File: config.mk
export PLATFORM = sky130hd
export DESIGN_NAME = stc_timing_error_detector
export DESIGN_NICKNAME = d
export VERILOG_FILES = /design/src/rtl/stc_timing_error_detector_pkg.sv /design/src/rtl/stc_lock_detector.sv /design/src/rtl/stc_timing_error_detector.sv
export SDC_FILE = /design/constraint.sdc
export NUM_CORES = 2
export LEC_CHECK = 0
export BUFFER_PORTS_ARGS = -buffer_cell sky130_fd_sc_hd__buf_2
export CAP_MARGIN = 30
export CORE_ASPECT_RATIO = 1.5
export CORE_UTILIZATION = 35
export DETAILED_ROUTE_END_ITERATION = 6
export GPL_ROUTABILITY_DRIVEN = 0
export PLACE_DENSITY = 0.61
export SLEW_MARGIN = 20
export SYNTH_ARGS = -nofsm -noshare
export SYNTH_HDL_FRONTEND = slang
export SYNTH_SLANG_ARGS = --single-unit
export TNS_END_PERCENT = 10
File: constraint.sdc
create_clock -name clk -period 8.9 [get_ports clk]
set_clock_uncertainty 0.15 [all_clocks]
set_input_delay 1.78 -clock clk [delete_from_list [all_inputs] [get_ports clk]]
set_output_delay 1.78 -clock clk [all_outputs]
set_load 0.01 [all_outputs]
File: src/rtl/stc_timing_error_detector_pkg.sv
// Shared widths, the sample phase type and the TED saturation helper
// used by the STC timing error detector and its lock detector.
package stc_timing_error_detector_pkg;

    localparam int SAMPLE_W  = 18;
    localparam int DIFF_W    = SAMPLE_W + 1;
    localparam int PROD_W    = SAMPLE_W + DIFF_W;
    localparam int ERR_SUM_W = PROD_W + 1;
    localparam int TED_SHIFT = 20;
    localparam int TED_W     = 16;
    localparam int ERR_W     = 9;
    localparam int CNT_W     = 8;

    typedef enum logic {
        PH_ONTIME = 1'b0,
        PH_MID    = 1'b1
    } phase_e;

    // The shifted value fits TED_W bits only when all bits above the TED sign bit
    // are copies of it; otherwise clamp toward the sign of the full sum.
    function automatic logic signed [TED_W-1:0] tedSaturate(input logic signed [ERR_SUM_W-1:0] errSum);
        logic signed [ERR_SUM_W-1:0] shifted;
        shifted = errSum >>> TED_SHIFT;
        if (shifted[ERR_SUM_W-1:TED_W-1] == '0 || shifted[ERR_SUM_W-1:TED_W-1] == '1)
            return shifted[TED_W-1:0];
        else if (shifted[ERR_SUM_W-1])
            return {1'b1, {(TED_W-1){1'b0}}};
        else
            return {1'b0, {(TED_W-1){1'b1}}};
    endfunction

endpackage

File: src/rtl/stc_lock_detector.sv
// Timing lock indicator: hysteresis on consecutive good/bad averaged
// timing-error dumps.
module stc_lock_detector
    import stc_timing_error_detector_pkg::*;
#(
    parameter int LOCK_TOL   = 4,
    parameter int LOCK_COUNT = 8
)(
    input  logic                    clk,
    input  logic                    reset,
    input  logic                    dumpEn,
    input  logic signed [ERR_W-1:0] dumpErr,
    output logic                    locked
);

    logic [CNT_W-1:0] goodCnt_q, goodCnt_d;
    logic [CNT_W-1:0] badCnt_q, badCnt_d;
    logic             locked_q, locked_d;
    logic [ERR_W:0]   errExt, errMag;
    logic             isGood;

    // One extra bit keeps |-256| representable.
    always_comb begin
        errExt    = {dumpErr[ERR_W-1], dumpErr};
        errMag    = dumpErr[ERR_W-1] ? (~errExt + (ERR_W+1)'(1)) : errExt;
        isGood    = errMag < (ERR_W+1)'(LOCK_TOL);
        goodCnt_d = goodCnt_q;
        badCnt_d  = badCnt_q;
        locked_d  = locked_q;
        if (dumpEn) begin
            if (isGood) begin
                goodCnt_d = (goodCnt_q == '1) ? goodCnt_q : goodCnt_q + CNT_W'(1);
                badCnt_d  = '0;
                if (goodCnt_d >= CNT_W'(LOCK_COUNT))
                    locked_d = 1'b1;
            end else begin
                badCnt_d  = (badCnt_q == '1) ? badCnt_q : badCnt_q + CNT_W'(1);
                goodCnt_d = '0;
                if (badCnt_d >= CNT_W'(LOCK_COUNT))
                    locked_d = 1'b0;
            end
        end
    end

    always_ff @(posedge clk or negedge reset) begin
        if (!reset) begin
            goodCnt_q <= '0;
            badCnt_q  <= '0;
            locked_q  <= 1'b0;
        end else begin
            goodCnt_q <= goodCnt_d;
            badCnt_q  <= badCnt_d;
            locked_q  <= locked_d;
        end
    end

    assign locked = locked_q;

endmodule

File: src/rtl/stc_timing_error_detector.sv
// Gardner timing error detector for the 2-samples/symbol STC stream: block-averaged
// sample-rate error for the resampler loop, on-time symbols and a lock flag.
module stc_timing_error_detector
    import stc_timing_error_detector_pkg::*;
#(
    parameter int AVG_LOG2   = 4,
    parameter int LOCK_TOL   = 4,
    parameter int LOCK_COUNT = 8
)(
    input  logic                       clk,
    input  logic                       reset,
    input  logic                       clkEn,
    input  logic signed [SAMPLE_W-1:0] iIn,
    input  logic signed [SAMPLE_W-1:0] qIn,
    output logic                       symEn,
    output logic signed [SAMPLE_W-1:0] iSym,
    output logic signed [SAMPLE_W-1:0] qSym,
    output logic                       sampleRateErrorEn,
    output logic signed [ERR_W-1:0]    sampleRateError,
    output logic                       locked
);

    localparam int ACC_W = TED_W + AVG_LOG2;

    phase_e                      phase_q;
    logic                        seenOn_q;
    logic                        symEn_q;
    logic                        capV_q, prodV_q, tedV_q;
    logic signed [SAMPLE_W-1:0]  prevOnI_q, prevOnQ_q, midI_q, midQ_q, curOnI_q, curOnQ_q;
    logic signed [DIFF_W-1:0]    diffI_d, diffQ_d;
    logic signed [PROD_W-1:0]    prodI_d, prodQ_d, prodI_q, prodQ_q;
    logic signed [ERR_SUM_W-1:0] errSum_d;
    logic signed [TED_W-1:0]     ted_q;
    logic signed [ACC_W-1:0]     acc_q, accNext_d;
    logic [AVG_LOG2-1:0]         symCnt_q;
    logic                        dumpEn_d;
    logic signed [ERR_W-1:0]     dumpErr_d;
    logic                        errEn_q;
    logic signed [ERR_W-1:0]     err_q;

    // Capture stage; an error token is only issued once a previous on-time sample exists.
    always_ff @(posedge clk or negedge reset) begin
        if (!reset) begin
            phase_q   <= PH_ONTIME;
            seenOn_q  <= 1'b0;
            symEn_q   <= 1'b0;
            capV_q    <= 1'b0;
            prevOnI_q <= '0;
            prevOnQ_q <= '0;
            midI_q    <= '0;
            midQ_q    <= '0;
            curOnI_q  <= '0;
            curOnQ_q  <= '0;
        end else begin
            symEn_q <= 1'b0;
            capV_q  <= 1'b0;
            if (clkEn) begin
                if (phase_q == PH_ONTIME) begin
                    prevOnI_q <= curOnI_q;
                    prevOnQ_q <= curOnQ_q;
                    curOnI_q  <= iIn;
                    curOnQ_q  <= qIn;
                    symEn_q   <= 1'b1;
                    seenOn_q  <= 1'b1;
                    capV_q    <= seenOn_q;
                    phase_q   <= PH_MID;
                end else begin
                    midI_q  <= iIn;
                    midQ_q  <= qIn;
                    phase_q <= PH_ONTIME;
                end
            end
        end
    end

    always_comb begin
        diffI_d  = DIFF_W'(prevOnI_q) - DIFF_W'(curOnI_q);
        diffQ_d  = DIFF_W'(prevOnQ_q) - DIFF_W'(curOnQ_q);
        prodI_d  = PROD_W'(midI_q) * PROD_W'(diffI_d);
        prodQ_d  = PROD_W'(midQ_q) * PROD_W'(diffQ_d);
        errSum_d = ERR_SUM_W'(prodI_q) + ERR_SUM_W'(prodQ_q);
    end

    always_ff @(posedge clk or negedge reset) begin
        if (!reset) begin
            prodV_q <= 1'b0;
            tedV_q  <= 1'b0;
            prodI_q <= '0;
            prodQ_q <= '0;
            ted_q   <= '0;
        end else begin
            prodV_q <= capV_q;
            tedV_q  <= prodV_q;
            if (capV_q) begin
                prodI_q <= prodI_d;
                prodQ_q <= prodQ_d;
            end
            if (prodV_q)
                ted_q <= tedSaturate(errSum_d);
        end
    end

    // The arithmetic shift by AVG_LOG2+7 leaves exactly the top ERR_W accumulator bits.
    always_comb begin
        accNext_d = acc_q + ACC_W'(ted_q);
        dumpEn_d  = tedV_q && (symCnt_q == '1);
        dumpErr_d = accNext_d[ACC_W-1 -: ERR_W];
    end

    always_ff @(posedge clk or negedge reset) begin
        if (!reset) begin
            acc_q    <= '0;
            symCnt_q <= '0;
            errEn_q  <= 1'b0;
            err_q    <= '0;
        end else begin
            errEn_q <= dumpEn_d;
            if (tedV_q) begin
                if (dumpEn_d) begin
                    acc_q    <= '0;
                    symCnt_q <= '0;
                    err_q    <= dumpErr_d;
                end else begin
                    acc_q    <= accNext_d;
                    symCnt_q <= symCnt_q + AVG_LOG2'(1);
                end
            end
        end
    end

    stc_lock_detector #(
        .LOCK_TOL   (LOCK_TOL),
        .LOCK_COUNT (LOCK_COUNT)
    ) u_lock (
        .clk     (clk),
        .reset   (reset),
        .dumpEn  (dumpEn_d),
        .dumpErr (dumpErr_d),
        .locked  (locked)
    );

    assign symEn             = symEn_q;
    assign iSym              = curOnI_q;
    assign qSym              = curOnQ_q;
    assign sampleRateErrorEn = errEn_q;
    assign sampleRateError   = err_q;

endmodule

# Yosys cells after proc, flatten, opt, wreduce, memory -nomap -nowiden
# Index checks and enable logic that the tools add are counted.
classes:
  addsub: 8
  mul: 2
  n_lt_le_gt_ge: 3
  n_eq_ne: 5
  n_mux: 16
  bitwise_logic: 2
  reduce_logical: 8
ops:
  columns: ["op", "n"]
  rows:
  - ["$mul 18x19->37", 2]
  - ["$add 37x37->38", 1]
  - ["$sub 18x18->19", 2]
  - ["$mux 16", 2]
  - ["$mux 8", 4]
  - ["$eq 23x23->1 const B", 1]
  - ["$logic_not 23->1", 1]
  - ["$add 20x16->20", 1]
  - ["$mux 20", 1]
  - ["$add 8x1->8 const B", 2]
  - ["$eq 8x8->1 const B", 2]
  - ["$ge 8x4->1 const B", 2]
  - ["$add 10x1->10 const B", 1]
  - ["$lt 10x3->1 const B", 1]
  - ["$mux 10", 1]
  - ["$not 10->10", 1]
  - ["$mux 1", 7]
  - ["$reduce_and 2->1", 3]
  - ["$add 4x1->4 const B", 1]
  - ["$eq 4x4->1 const B", 1]
  - ["$mux 4", 1]
  - ["$reduce_and 3->1", 1]
  - ["$ne 2x2->1 const B", 1]
  - ["$reduce_bool 2->1", 1]
  - ["3 further kinds", 3]
word_totals:
  regBits: 255
  output_inout_bits: 48
  elab_cells: 66

# Longest topological paths before layout
depth:
  ltp_word: 7
  mapped_depth: 40

# Hierarchy
# Synthesis repeated with hierarchy kept, for this count alone.
unflattened:
  cells_unflattened: 4266
  hier_area_um2: 39954.6
by_module_without_submodules:
  columns: ["mod", "n_inst", "cells_each", "area_each_um2", "seq_area_each_um2"]
  rows:
  - ["stc_timing_error_detector", 1, 4134, 38801.0, 5955.7]
  - ["stc_lock_detector", 1, 132, 1153.6, 425.4]

# Worst setup path before layout
# OpenSTA, ideal clock, no wires.
synth_path:
  path_type: "register to register"
  from: "reg curOnQ_q[0] (netlist: qSym[0])"
  to: "reg prodQ_q[35]"
  arrival_ns: 8.748
  required_time_ns: 8.625
  setup_slack_ns: -0.122
  stages_incl_launch_ff: 37
  n_path_buf: 1
  period_less_slack_ns: 9.022
  path_cell_list: "dfrtp_1 > ha_1 > inv_1 > fa_1 > a21o_1 > a21oi_1 > o21ai_1 > a21oi_1 > nor2b_1 > o21a_1 > o31a_1 > o211ai_1 > or4b_1 > o311ai_1 > buf_2 > nand2_1 > fa_1 > fa_1 > fa_1 > inv_1 > fa_1 > fa_1 > inv_1 > fa_1 > inv_1 > ha_1 > a21o_1 > a21o_1 > a21o_1 > a21oi_1 > nand4b_1 > a311oi_1 > a21oi_1 > or4_1 > a31oi_1 > xnor2_1 > mux2_2"
synth_via:
  elab_chain_len: 2
synth_rtl:
  columns: ["element", "line_no", "rtl"]
  rows:
  - ["from (decl)", "stc_timing_error_detector.sv:29", "logic signed [SAMPLE_W-1:0] prevOnI_q, prevOnQ_q, midI_q, midQ_q, curOnI_q, curOnQ_q;"]
  - ["from (signal assigned)", "stc_timing_error_detector.sv:62", "curOnQ_q <= qIn;"]
  - ["$sub 18x18->19", "stc_timing_error_detector.sv:78", "diffQ_d = DIFF_W'(prevOnQ_q) - DIFF_W'(curOnQ_q);"]
  - ["$mul 18x19->37", "stc_timing_error_detector.sv:80", "prodQ_d = PROD_W'(midQ_q) * PROD_W'(diffQ_d);"]
  - ["to (signal assigned)", "stc_timing_error_detector.sv:96", "prodQ_q <= prodQ_d;"]
  - ["to (decl)", "stc_timing_error_detector.sv:31", "logic signed [PROD_W-1:0] prodI_d, prodQ_d, prodI_q, prodQ_q;"]
# Every way passes these cells.
# A chain may end at the register's enable or synchronous reset.

# Final worst setup path
layout_path:
  from: "reg prevOnQ_q[0]"
  to: "reg prodQ_q[35]"
layout_via:
  elab_chain_len: 2
layout_rtl:
  columns: ["element", "line_no", "rtl"]
  rows:
  - ["from (decl)", "stc_timing_error_detector.sv:29", null]
  - ["from (signal assigned)", "stc_timing_error_detector.sv:60", "prevOnQ_q <= curOnQ_q;"]
  - ["$sub 18x18->19", "stc_timing_error_detector.sv:78", null]
  - ["$mul 18x19->37", "stc_timing_error_detector.sv:80", null]
# Every way passes these cells.

==> impl_metrics.json <==
{
  "status": "complete, but fails checks",
  "violations": "DRC, setup timing",
  "pre_cts_ws_ps": -336,
  "endpoint_kind": "register",
  "first_pass_iters": 7,
  "drc": 11,
  "fillers": 11000,
  "path_max_fanout": 7,
  "crit_type": "register to register",
  "die_width_microns": 274,
  "hold-worst-slack_ps": 315,
  "worst-r2r-cell-count": 36,
  "grt_max_degree": 124,
  "netlist_area_sq_mm": 0.0388,
  "die_y_microns": 410,
  "register_area_sq_mm": 0.00638,
  "synth_seq_area_share_pct": 16.5,
  "drive_gt1_share_pct": 13.0,
  "holdCritStartpoint": "seenOn_q$_DFFE_PN0P_",
  "clockBufferDepth": 3,
  "r2r_slack_ps": -10,
  "synth_ff_type": "dfrtp_1",
  "synth_seq_cells": 255,
  "async_reset_ff_share_pct": 100,
  "period_share_pct": 100,
  "layout_common_cells": "inv_1, fa_1, nand2_1, ha_1, and2_1",
  "die-area_sq_mm": 0.112,
  "min_to": "seenOn_q$_DFFE_PN0P_",
  "critPathMaxStageDelay_ps": 560,
  "required_ps": 9220,
  "maxCapViolations": 0,
  "clk_latency_ps": 600,
  "cts-htree-levels": 2,
  "r2r-start": "prevOnQ_q[0]$_DFFE_PN0P_",
  "synthCells": 4101,
  "drtIter0Drc": 1145,
  "cts.sinks": 255,
  "final_net_count": 5258,
  "final_common_cell": "inv_1",
  "final_cell_area_sq_mm": 0.0434,
  "max_freq_mhz": 112,
  "totalWireLength_mm": 97.8,
  "multiInputGateArea_sq_mm": 0.0289,
  "cp-startpoint": "prevOnQ_q[0]$_DFFE_PN0P_",
  "min_period_ps": 8910,
  "numCtsBuffers": 34,
  "rsz0062_at_grt": "yes",
  "ant_nets": 0,
  "synth_cell_type_count": 77,
  "pin_count": 87,
  "vias": 28000,
  "area_growth_syn_to_layout_pct": 12.0,
  "hold_buffers": 0,
  "layout_setup_ws_ps": -11.8,
  "relSlewSlack_pct": 35.5,
  "vias_per_cell": 4.90,
  "post-dp-hpwl_mm": 81.2,
  "slowest_stage": "fa_1",
  "grt_pass1_wl_mm": 162,
  "yosys_warnings": 0,
  "grt_overflow": 0,
  "avgSynthCellArea_sq_um": 9.46,
  "core_area_sq_mm": 0.110,
  "crit_arrival_ps": 9230,
  "cp-start-kind": "register",
  "post-route-util_pct": 39.5,
  "syn_nets": 5107,
  "antenna_found_initial": 3,
  "synth_edf_count": 0,
  "setup_viol": 1,
  "clkTransAtPathRegs_ps": 70,
  "hold_viol": 0,
  "grt_pass1_vias": 30900,
  "hp-class": "register to register",
  "fp-row-count": 149,
  "initial_core_util_pct": 35.3,
  "port_buffers": 86,
  "cts_tree": "done",
  "wl_per_cell_microns": 17.1,
  "r2r_end": "prodQ_q[35]$_DFFE_PN0P_",
  "grt_use_total_pct": 18.2,
  "tightest_slew_ps": 968,
  "hold_depth": 1,
  "crit_top_cell": "fa_1",
  "final_max_slew_viol_count": 0,
  "placed_cell_area_sq_mm": 0.0418,
  "n_antenna_cell": 0,
  "cts_root_buf": "clkbuf_16"
}
critical path, delay by kind of cell (launching register included):
kind	cells	cell delay (ps)
AND/OR/NAND/NOR	5	1320
adder cells (fa/ha/maj)	9	3610
buffers and inverters	5	270
flip-flops	1	370
XOR/XNOR	1	80
AO/OA/AOI/OAI	15	2740
multiplexers	1	260
synthesized netlist by cell type, types with 5 or more instances:
library cell / instances / area [sq um]
ha_1: 287 / 3590
o21a_1: 22 / 165
o22ai_1: 20 / 125
or2_2: 6 / 37.5
inv_1: 858 / 3220
nand2_1: 424 / 1590
nor2b_1: 67 / 419
and2_1: 280 / 1750
a21oi_1: 97 / 485
nand4_1: 10 / 62.6
nor3_1: 23 / 115
a22o_1: 6 / 52.6
clkbuf_1: 153 / 574
a211o_1: 6 / 52.6
nand3_1: 57 / 285
mux2i_1: 5 / 50.1
mux2_2: 135 / 1520
fa_1: 680 / 13600
xor2_1: 39 / 342
buf_2: 6 / 30.0
o31ai_1: 9 / 67.6
o211ai_1: 10 / 75.1
dfrtp_1: 255 / 6380
nor4_1: 7 / 43.8
and3_1: 42 / 263
o21bai_1: 10 / 75.1
o21ai_1: 26 / 130
xnor2_1: 102 / 893
or3_1: 8 / 50.1
a221o_1: 16 / 160
a21boi_0: 5 / 37.5
o21ai_0: 112 / 561
nand2b_1: 28 / 175
nor2_1: 126 / 473
a21boi_1: 6 / 45.0
a211oi_1: 10 / 75.1
a31oi_1: 17 / 106
nand3b_1: 9 / 67.6
a21o_1: 52 / 390
worst max-delay path by stage:
stage / to / slack (ps) / cells past startpoint
after global routing: prodQ_q[35]$_DFFE_PN0P_ / -430 / 37
final: prodQ_q[35]$_DFFE_PN0P_ / -10 / 36
after CTS: prodQ_q[35]$_DFFE_PN0P_ / -50 / 36
after detailed placement: prodI_q[36]$_DFFE_PN0P_ / -340 / 34
after global placement: prodI_q[36]$_DFFE_PN0P_ / -280 / 34
after floorplan: prodQ_q[35]$_DFFE_PN0P_ / 40 / 37
layer usage:
metal	part of all wire, %	GRT usage [%]
met1	39	20.6
met2	54	34.6
met3	3.0	1.96
met4	4.0	6.66
met5	0	0
registers in the layout, indices dropped and copies added, names as in the netlist, 18 cells and up:
name,count
prodI_q,37
acc_q,20
qSym,18
prodQ_q,37
prevOnI_q,18
iSym,18
midQ_q,18
prevOnQ_q,18
midI_q,18
repair_timing:
item	4_1_cts	5_1_grt
gates resized for setup	21	61
setup buffers	3	8
endpoints found under the setup margin	16	20
pin swaps	28	69
area by class of cell:
class                           count  share of cell area [%]
Multi-Input combinational cell   2825                    66.6
Tap cell                         1434                    4.13
Sequential cell                   255                    14.7
Clock inverter                     16                   0.498
Clock buffer                       44                    2.14
Timing Repair Buffer              275                    4.46
Inverter                          861                    7.44
metrics by stage:
stage          setup TNS (ps)  instances
3_5_place_dp            -1850       5636
4_1_cts                  -191       5699
2_1_floorplan               0       4101
3_3_place_gp            -1080       5635
6_report                -11.8       5710
5_1_grt                 -2640       5710
cells by family (layout without fill, tap and decap cells):
family	count (synthesis)	count (layout)	synth area share, %
AOI/OAI and AO/OA	473	473	7.95
muxes	140	140	4.05
adders and majority gates	968	968	44.4
and+or+nand+nor	1103	1103	14.1
DFF	255	255	16.5
buffers and inverters	1021	1196	9.90
xor gates and xnor gates	141	141	3.18
Power is not shown: default switching activity piles up to over one toggle a cycle in this logic, so the estimate is an artifact.
